$ cat src/rtl/mmss_bcd_decoder_pkg.sv
// Shared definitions for the minute/second binary-to-BCD decoder:
// field width, legal range, FSM state encoding and the BCD digit type.
package mmss_bcd_decoder_pkg;

  localparam int IN_W    = 6;
  localparam int MAX_VAL = 59;
  localparam int BCD_W   = 8;

  typedef enum logic [1:0] {
    IDLE    = 2'd0,
    CONVERT = 2'd1,
    DONE    = 2'd2
  } state_t;

  typedef logic [3:0] bcd_digit_t;

  // Double-dabble correction: a nibble of 5 or more would overflow past 9
  // when doubled, so it is pre-biased by 3 before the shift.
  function automatic logic [3:0] add3_nibble(input logic [3:0] n);
    return (n >= 4'd5) ? n + 4'd3 : n;
  endfunction

endpackage

$ cat src/rtl/bin_to_bcd_field.sv
// One field of the decoder: holds the BCD/binary scratch pair and performs a
// single add-3/shift step per clock when asked. After IN_W steps the two BCD
// nibbles hold the tens and ones digits of the loaded value.
module bin_to_bcd_field #(
  parameter int IN_W = mmss_bcd_decoder_pkg::IN_W
) (
  input  logic                              clk,
  input  logic                              reset,
  input  logic                              load,
  input  logic                              step,
  input  logic [IN_W-1:0]                   bin_in,
  output mmss_bcd_decoder_pkg::bcd_digit_t  tens,
  output mmss_bcd_decoder_pkg::bcd_digit_t  ones
);

  localparam int BCD_W = mmss_bcd_decoder_pkg::BCD_W;

  logic [BCD_W-1:0]      bcd_q;
  logic [IN_W-1:0]       bin_q;
  logic [BCD_W-1:0]      bcd_adj;
  logic [BCD_W+IN_W-1:0] shifted;

  // Correct both nibbles, then shift the whole scratch word left by one.
  always_comb begin
    bcd_adj = {mmss_bcd_decoder_pkg::add3_nibble(bcd_q[7:4]),
               mmss_bcd_decoder_pkg::add3_nibble(bcd_q[3:0])};
    shifted = {bcd_adj, bin_q} << 1;
  end

  // Scratch registers: cleared/loaded at conversion start, stepped while converting.
  always_ff @(posedge clk) begin
    if (reset) begin
      bcd_q <= '0;
      bin_q <= '0;
    end else if (load) begin
      bcd_q <= '0;
      bin_q <= bin_in;
    end else if (step) begin
      bcd_q <= shifted[BCD_W+IN_W-1:IN_W];
      bin_q <= shifted[IN_W-1:0];
    end
  end

  assign tens = bcd_q[7:4];
  assign ones = bcd_q[3:0];

endmodule

$ cat src/rtl/mmss_bcd_decoder.sv
// Converts binary minute/second counter values into four BCD digits for the
// VGA digit renderer. Both fields run double dabble in parallel; results are
// published only on completion so the display never sees partial digits.
module mmss_bcd_decoder #(
  parameter int IN_W       = mmss_bcd_decoder_pkg::IN_W,
  parameter int MAX_VAL    = mmss_bcd_decoder_pkg::MAX_VAL,
  parameter bit AUTO_START = 1'b1
) (
  input  logic                              clk,
  input  logic                              reset,
  input  logic                              start,
  input  logic [IN_W-1:0]                   min_in,
  input  logic [IN_W-1:0]                   sec_in,
  output logic                              busy,
  output logic                              valid,
  output mmss_bcd_decoder_pkg::bcd_digit_t  min_tens,
  output mmss_bcd_decoder_pkg::bcd_digit_t  min_ones,
  output mmss_bcd_decoder_pkg::bcd_digit_t  sec_tens,
  output mmss_bcd_decoder_pkg::bcd_digit_t  sec_ones,
  output logic                              overrange
);

  import mmss_bcd_decoder_pkg::*;

  localparam int              ITER_W   = (IN_W > 1) ? $clog2(IN_W) : 1;
  localparam logic [IN_W-1:0] MAX_BIN  = IN_W'(MAX_VAL);
  localparam logic [ITER_W-1:0] LAST_IT = ITER_W'(IN_W - 1);

  state_t            state;
  state_t            state_next;
  logic [ITER_W-1:0] iter;
  logic              pending;
  logic              overrange_latched;
  logic [IN_W-1:0]   last_min;
  logic [IN_W-1:0]   last_sec;
  logic [IN_W-1:0]   min_clamped;
  logic [IN_W-1:0]   sec_clamped;
  logic              input_changed;
  logic              request;
  logic              field_over;
  logic              load;
  logic              step;
  bcd_digit_t        scr_min_tens;
  bcd_digit_t        scr_min_ones;
  bcd_digit_t        scr_sec_tens;
  bcd_digit_t        scr_sec_ones;

  // Request qualification, clamping and out-of-range detection on the raw inputs.
  always_comb begin
    input_changed = AUTO_START && ((min_in != last_min) || (sec_in != last_sec));
    request       = start || pending || input_changed;
    field_over    = (min_in > MAX_BIN) || (sec_in > MAX_BIN);
    min_clamped   = (min_in > MAX_BIN) ? MAX_BIN : min_in;
    sec_clamped   = (sec_in > MAX_BIN) ? MAX_BIN : sec_in;
  end

  // FSM state register.
  always_ff @(posedge clk) begin
    if (reset) state <= IDLE;
    else       state <= state_next;
  end

  // FSM next-state logic: IDLE -> CONVERT for IN_W steps -> DONE -> IDLE.
  always_comb begin
    state_next = state;
    case (state)
      IDLE:    if (request)        state_next = CONVERT;
      CONVERT: if (iter == LAST_IT) state_next = DONE;
      DONE:                        state_next = IDLE;
      default:                     state_next = IDLE;
    endcase
  end

  // FSM outputs: field load/step strobes and the busy flag.
  always_comb begin
    load = (state == IDLE) && request;
    step = (state == CONVERT);
    busy = (state != IDLE);
  end

  // Control registers: iteration count, pending re-run flag, last-latched inputs.
  always_ff @(posedge clk) begin
    if (reset) begin
      iter              <= '0;
      pending           <= 1'b0;
      last_min          <= '0;
      last_sec          <= '0;
      overrange_latched <= 1'b0;
    end else begin
      case (state)
        IDLE: begin
          pending <= 1'b0;
          if (request) begin
            iter              <= '0;
            last_min          <= min_in;
            last_sec          <= sec_in;
            overrange_latched <= field_over;
          end
        end
        CONVERT: begin
          iter <= iter + ITER_W'(1);
          if (input_changed) pending <= 1'b1;
        end
        default: begin
          if (input_changed) pending <= 1'b1;
        end
      endcase
    end
  end

  // Output registers: publish digits and overrange together with a one-cycle valid.
  always_ff @(posedge clk) begin
    if (reset) begin
      valid     <= 1'b0;
      min_tens  <= '0;
      min_ones  <= '0;
      sec_tens  <= '0;
      sec_ones  <= '0;
      overrange <= 1'b0;
    end else begin
      valid <= (state == DONE);
      if (state == DONE) begin
        min_tens  <= scr_min_tens;
        min_ones  <= scr_min_ones;
        sec_tens  <= scr_sec_tens;
        sec_ones  <= scr_sec_ones;
        overrange <= overrange_latched;
      end
    end
  end

  bin_to_bcd_field #(.IN_W(IN_W)) u_min_field (
    .clk    (clk),
    .reset  (reset),
    .load   (load),
    .step   (step),
    .bin_in (min_clamped),
    .tens   (scr_min_tens),
    .ones   (scr_min_ones)
  );

  bin_to_bcd_field #(.IN_W(IN_W)) u_sec_field (
    .clk    (clk),
    .reset  (reset),
    .load   (load),
    .step   (step),
    .bin_in (sec_clamped),
    .tens   (scr_sec_tens),
    .ones   (scr_sec_ones)
  );

endmodule

$ cat config.mk
export PLATFORM = sky130hd
export DESIGN_NAME = mmss_bcd_decoder
export DESIGN_NICKNAME = d
export VERILOG_FILES = /design/src/rtl/mmss_bcd_decoder_pkg.sv /design/src/rtl/bin_to_bcd_field.sv /design/src/rtl/mmss_bcd_decoder.sv
export SDC_FILE = /design/constraint.sdc
export NUM_CORES = 1
export LEC_CHECK = 0
export ABC_AREA = 1
export ABC_CLOCK_PERIOD_IN_PS = 1900
export CAP_MARGIN = 20
export CORE_MARGIN = 2
export CORE_UTILIZATION = 50
export CTS_BUF_LIST = sky130_fd_sc_hd__clkbuf_16
export CTS_CLUSTER_SIZE = 14
export DETAILED_ROUTE_END_ITERATION = 16
export PLACE_DENSITY = 0.72
export SLEW_MARGIN = 20
export SYNTH_ARGS = -nofsm -noshare
export SYNTH_HDL_FRONTEND = slang
export SYNTH_SLANG_ARGS = --single-unit
$ cat constraint.sdc
create_clock -name clk -period 1.9 [get_ports clk]
set_clock_uncertainty 0.05 [all_clocks]
set_input_delay 0.285 -clock clk [delete_from_list [all_inputs] [get_ports clk]]
set_output_delay 0.285 -clock clk [all_outputs]
set_load 0.01 [all_outputs]
==> key figures, run 1 <==
Clocking
  • Clk sinks: 65
  • Clk pin slew, worst setup/hold paths: 0.05 ns
  • CTS tree: built
  • Post-cts gate resize count: 0
  • Num CTS Buffers: 9
  • Clock root buffer: clkbuf_16
  • H-tree depth: 3
  • Clk Latency, worst-skew pair: between 0.3 and 0.4 ns
  • Clock Path Buffers: 2
  • Post-CTS Hold Buffers: 0
  • Post-CTS setup buffer count: 0

Placed design
  • Placed insts: 507
  • Gpl congestion: ~0.84
  • Detail Placement HPWL: 4310 um
  • Pre-CTS WS: -0.182 ns
  • Buffers on Ports: 33

Worst setup path
  • R2r setup slk: 0.27 ns
  • Critical Path Start Type: input pin
  • Crit. Startpoint: sec_in[3]
  • Crit path arrival time: 1.91 ns
  • R2r endpoint: u_min_field.bcd_q[2]
  • WS Path Type: in2reg
  • Endpoint class of the critical path: flop
  • Critical Path Fanout Max: 24
  • Worst R2R Start: u_min_field.bcd_q[1]
  • Data required, critical path: 2.09 ns
  • R2R cell count: 9
  • Worst setup path end: last_min[3]

STA
  • Max Slew Vio Count: 0
  • RSZ-0062 raised after global routing: no
  • Fin crit share: between 90% and 100%
  • Setup ws final: 0.179 ns
  • Least-Margin Pin Slew: 0.515 ns
  • Final min period: between 1.5 and 2 ns
  • Maximum clock frequency: 581 MHz
  • Slew headroom: 65.5%
  • Final setup viols: 0
  • Final Hold Fails: 0

Synth
  • Yosys reg bits: 65
  • Seq/Total Area, Yosys: between 40% and 50%
  • Synth cell types: 28
  • Mapped cell area: 2970 um^2
  • Synthesized netlist net count: 420
  • Mean Syn Cell Area: 7.52 um^2
  • Mapped Cells: 395
  • Post-synth top area share: 43.8%
  • Asr flop ratio synth: 0%
  • Area contributors post-synth: dfxtp_1, nand2_1, o21ai_0, a21oi_1, inv_1
  • Post-synth EDFFs: 0
  • Primary FF master, synth: dfxtp_1
  • Syn. warnings: 0
  • Area leader, netlist: dfxtp_1

Flow run
  • Max-cap violations: 0

Global routing
  • First-pass GRT wire length: roughly 11,000 um
  • Initial antenna violation count: 0
  • Met3 Usage GRT: 4.44%
  • Routing usage on met1: between 20% and 30%
  • Largest net degree at the start of global routing: 35
  • GR peak layer: met2
  • Number of global-route vias before repair: 2,463
  • Gr usage total: between 20% and 30%
  • GRT met2 Usage: 33.8%
  • Grt ovf: 0

Min path
  • Hold crit path type: reg2reg
  • HP Start: u_min_field.bcd_q[7]

Floorplan
  • Initial Utilization: 51.1%
  • I/O pins: 34
  • Die Span Y: 81.1 um
  • Core ar.: 5820 um^2
  • Site Rows: 28
  • Die area: around 6600 um^2
  • Die X-Extent: approximately 81 um

Power and ir drop
  • Sequential share of power: a little over two fifths
  • P_sw: 0.772 mW
  • Internal power: 2.68 mW
  • Total power: approximately 3.4 mW
  • Sw Ratio: 22.4%
  • Worst-case vdd ir drop: 0.508 mV
  • PwrDens: 918 nW/um^2
  • Gate power share: 9.5%
  • Clock power share: 48.5%
  • Pleak: 1.67 nW

Detailed routing
  • Drt wl/cell: 12.1 um
  • Vias/cell: 5.14
  • Final WL: 6350 um
  • DRC: 0
  • Detailed-route via count: 2,690
  • Drt first pass iters: 4
  • 1st-iter DRT viols: 169
  • Antenna-violating nets left: 0

Cells and area
  • Area grow syn2layout: 26.5%
  • Final Non-Filler Cells: about 520
  • Ant diodes: 0
  • Fill cells: 516
  • Share of layout cells above drive strength 1: 9.82%
  • Final #Nets: 468

Run status
  • Status: completed
[metrics by stage]
| step | area, um^2 | setup TNS [ns] | hold slack (ns) | util [%] |
|---|---|---|---|---|
| after floorplan | 2970 | 0 | 0.374 | - |
| after global placement | 3450 | -2.98 | 0.406 | 59.4 |
| after detailed placement | 3450 | -4.77 | 0.412 | 59.4 |
| after CTS | 3760 | 0 | 0.424 | 64.6 |
| after global routing | 3760 | 0 | 0.448 | 64.6 |
| final | 3760 | 0 | 0.419 | 64.6 |
[cell usage in the layout, fill, tap and decap left out, drive strengths merged]
cell type	synthesis	routed
bufinv	0	2
clkbuf	11	9
nand3	28	28
or2	2	2
nand4	9	9
inv	52	55
nor2	41	41
dfxtp	65	65
o21ai	46	46
o211ai	1	1
a211oi	4	4
a22oi	2	2
a21oi	39	39
nand2	62	62
buf	7	22
clkdlybuf4s50	0	33
nor3	4	4
a21o	1	1
clkinv	1	3
o22ai	2	2
xnor2	2	2
xor2	6	6
ha	10	10
[routing by layer]
| layer | share of wire [%] | vias to the layer above |
|---|---|---|
| met5 | 0 | - |
| met4 | 1.6 | 0 |
| met3 | 4.3 | 10 |
| met2 | 48 | 56 |
| met1 | 46 | 1236 |
| li1 | - | 1388 |
[how the worst min path moves through the flow]
stage	endpoint	slack, ns	depth (start not counted)
6_report	min_tens[3]	0.42	2
5_1_grt	u_sec_field.bin_q[2]	0.45	2
4_1_cts	u_sec_field.bin_q[2]	0.42	2
3_5_place_dp	u_sec_field.bcd_q[0]	0.41	2
3_3_place_gp	u_sec_field.bin_q[2]	0.41	2
2_1_floorplan	last_sec[2]	0.37	2
[Yosys cell counts (5+ instances only)]
cell,n
clkbuf_1,11
o21ai_0,43
nand4_1,9
ha_1,10
inv_1,51
buf_6,5
nor2_1,40
nand3_1,27
xor2_1,6
dfxtp_1,65
nand2_1,60
a21oi_1,39
[worst max-delay path, stage by stage]
cell             delay, ns
clkdlybuf4s50_1       0.53
inv_1                 0.05
nand2_1               0.05
nand2_1               0.05
nor2_1                0.09
nand2_1               0.10
nor2_4                0.15
nand3_4               0.08
nand2_4               0.11
nand2_4               0.18
o21ai_0               0.21
[cells by family (layout without fill, tap and decap cells)]
| group | Yosys count | after routing | synth area share (%) |
|---|---|---|---|
| AND/OR/NAND/NOR | 146 | 146 | 21.9 |
| AO/OA/AOI/OAI | 95 | 95 | 17.4 |
| buffers and inverters | 71 | 124 | 10.3 |
| flip-flops | 65 | 65 | 43.8 |
| adder cells (fa/ha/maj) | 10 | 10 | 4.21 |
| XOR/XNOR | 8 | 8 | 2.36 |
[power by group through the flow]
stage	Clock (mW)	Sequential [mW]	Combinational (mW)
after floorplan	0	1.47	0.216
after global placement	0	1.47	0.316
after detailed placement	0	1.48	0.324
after CTS	1.70	1.45	0.328
after global routing	1.76	1.45	0.371
final	1.67	1.45	0.326
[cell type report]
class	count	area [um^2]	share of cell area (%)
inverters	53	199	5.29
well taps	75	93.8	2.50
multi-input cells	259	1360	36.3
clock inverters	7	78.8	2.10
repair buffers	55	495	13.2
clock buffers	9	225	5.99
flip-flops and latches	65	1300	34.6
[registers in the layout (all words and copies together), names as in the netlist, 2 cells and up]
register	cells
u_min_field.bcd_q	8
u_sec_field.bcd_q	8
last_min	6
last_sec	6
u_min_field.bin_q	6
u_sec_field.bin_q	6
min_ones	4
min_tens	4
sec_ones	4
sec_tens	4
iter	3
state	2
Power figures use the tool's default switching activity.
==> run 2, diff against run 1 <==
CTS_BUF_LIST = default   (was sky130_fd_sc_hd__clkbuf_16)
==> key figures, run 2 (synthesis gave the netlist of run 1 again) <==
Floorplan
  • Core ar.: a little under 6000 um^2
  • Die Span Y: 81.1 um
  • Initial Utilization: 51.1%
  • Die area: between 6000 and 7000 um^2
  • Die X-Extent: slightly above 80 um
  • Site Rows: 28
  • I/O pins: 34

Cells and area
  • Register area: 1300 um^2
  • Share of layout cells above drive strength 1: about a tenth
  • Most common cell after layout, fill and taps aside: dfxtp_1
  • Top Registers: u_min_field.bcd_q x8, u_sec_field.bcd_q x8
  • Most frequent cells in the layout: dfxtp_1, nand2_1, inv_1, o21ai_0, nor2_1
  • Area grow syn2layout: 23.8%
  • Ant diodes: 0
  • Final #Nets: 468
  • Fill cells: around 540
  • Area of the multi-input gates: 1360 um^2

STA
  • Final Hold Fails: 0
  • Setup TNS: 0 ns
  • Fin crit share: 89.9%
  • Least-Margin Pin Slew: 0.532 ns
  • RSZ-0062 raised after global routing: no
  • Fin Hold WS: 0.422 ns
  • Max Slew Vio Count: 0
  • Maximum clock frequency: between 500 and 600 MHz
  • Setup ws final: ~0.19 ns
  • Final setup viols: 0
  • Final min period: 1.71 ns
  • Slew headroom: about 64%

Worst setup path
  • Data required, critical path: 1.56 ns
  • Crit path arrival time: 1.37 ns
  • WS Path Type: reg2out
  • Endpoint class of the critical path: output port
  • Critical Path Fanout Max: 3
  • Critical Path Start Type: flop

Clocking
  • Post-CTS setup buffer count: 0
  • Clk sinks: 65
  • Clock root buffer: clkbuf_8
  • CTS tree: built
  • Clk Latency, worst-skew pair: roughly 0.34 ns
  • H-tree depth: 3
  • Clock Path Buffers: 2
  • Clk pin slew, worst setup/hold paths: 0.07 ns
  • Num CTS Buffers: 9
  • Post-cts gate resize count: 0
  • Post-CTS Hold Buffers: 0

Global routing
  • Largest net degree at the start of global routing: 35
  • Number of global-route vias before repair: 2,394
  • Initial antenna violation count: 0
  • First-pass GRT wire length: between 10,000 and 15,000 um
  • Gr usage total: 21.0%
  • Grt ovf: 0

Power and ir drop
  • P_sw: roughly 0.73 mW
  • Worst-case vdd ir drop: 0.429 mV
  • Clock power share: a little over two fifths
  • Pleak: approximately 1.6 nW
  • Sequential share of power: 46.7%
  • Sw Ratio: 23.7%
  • PwrDens: 842 nW/um^2
  • Internal power: 2.36 mW
  • Gate power share: 10.5%

Detailed routing
  • Vias/cell: 5.09
  • Drt first pass iters: 4
  • 1st-iter DRT viols: 164
  • Final WL: 6280 um
  • Drt wl/cell: 12.0 um
  • DRC: 0
  • Detailed-route via count: 2,664
  • Antenna-violating nets left: 0

Placed design
  • Gpl congestion: 0.838
  • Pre-CTS WS: -0.182 ns
  • Buffers on Ports: 33
  • Detail Placement HPWL: 4310 um

Flow run
  • Max-cap violations: 0

Min path
  • Hold crit path type: reg2reg

Run status
  • Status: completed
## run 2: cell types whose count changed in the layout (fill, tap and decap cells not counted)
cell	previous run	this run
clkbuf_8	0	11
clkbuf_16	9	0
clkbuf_1	0	3
inv_1	54	51
clkinv_1	3	1
## run 2: cell type report
type / count / area share, %
Multi-Input combinational cell: 259 / 37.1
Sequential cell: 65 / 35.4
Timing Repair Buffer: 55 / 13.5
Inverter: 53 / 5.41
Clock buffer: 14 / 4.42
Tap cell: 75 / 2.55
Clock inverter: 2 / 1.63
## run 2: metrics by stage
| step | utilization, % | area, um^2 | power (mW) | cells |
|---|---|---|---|---|
| floorplan | - | 2970 | 1.68 | 395 |
| global placement | 59.4 | 3450 | 1.79 | 507 |
| detailed placement | 59.4 | 3450 | 1.80 | 507 |
| CTS | 63.2 | 3680 | 3.12 | 523 |
| global route | 63.2 | 3680 | 3.22 | 523 |
| finish | 63.2 | 3680 | 3.10 | 523 |
## run 2: metal layers
metal	global-route usage [%]	vias to the layer above	share of wire (%)
met2	33.0	56	47
li1	-	1379	-
met5	0	-	0
met4	6.78	0	1.3
met1	27.4	1222	46
met3	6.89	7	5.4
## run 2: final timing paths
path	from	to	slack, ns	cells after the start
setup / recovery	state[1]	busy	0.19	3
hold / removal	u_min_field.bin_q[4]	u_min_field.bin_q[5]	0.42	2
setup reg to reg	u_sec_field.bcd_q[1]	u_sec_field.bcd_q[2]	0.30	9
hold reg to reg	u_min_field.bin_q[4]	u_min_field.bin_q[5]	0.42	2
## run 2: power groups by stage
| stage | registers (mW) | clock network (mW) | logic (mW) |
|---|---|---|---|
| after global routing | 1.45 | 1.40 | 0.370 |
| after detailed placement | 1.48 | 0 | 0.324 |
| after global placement | 1.47 | 0 | 0.316 |
| after floorplan | 1.47 | 0 | 0.216 |
| after CTS | 1.45 | 1.35 | 0.327 |
| final | 1.45 | 1.33 | 0.325 |
## run 2: worst max-delay path, cell delays in order, from the launching register on
cell and delay (ns):
dfxtp_1 0.32, nor2_1 0.15, inv_1 0.08, clkdlybuf4s50_1 0.48
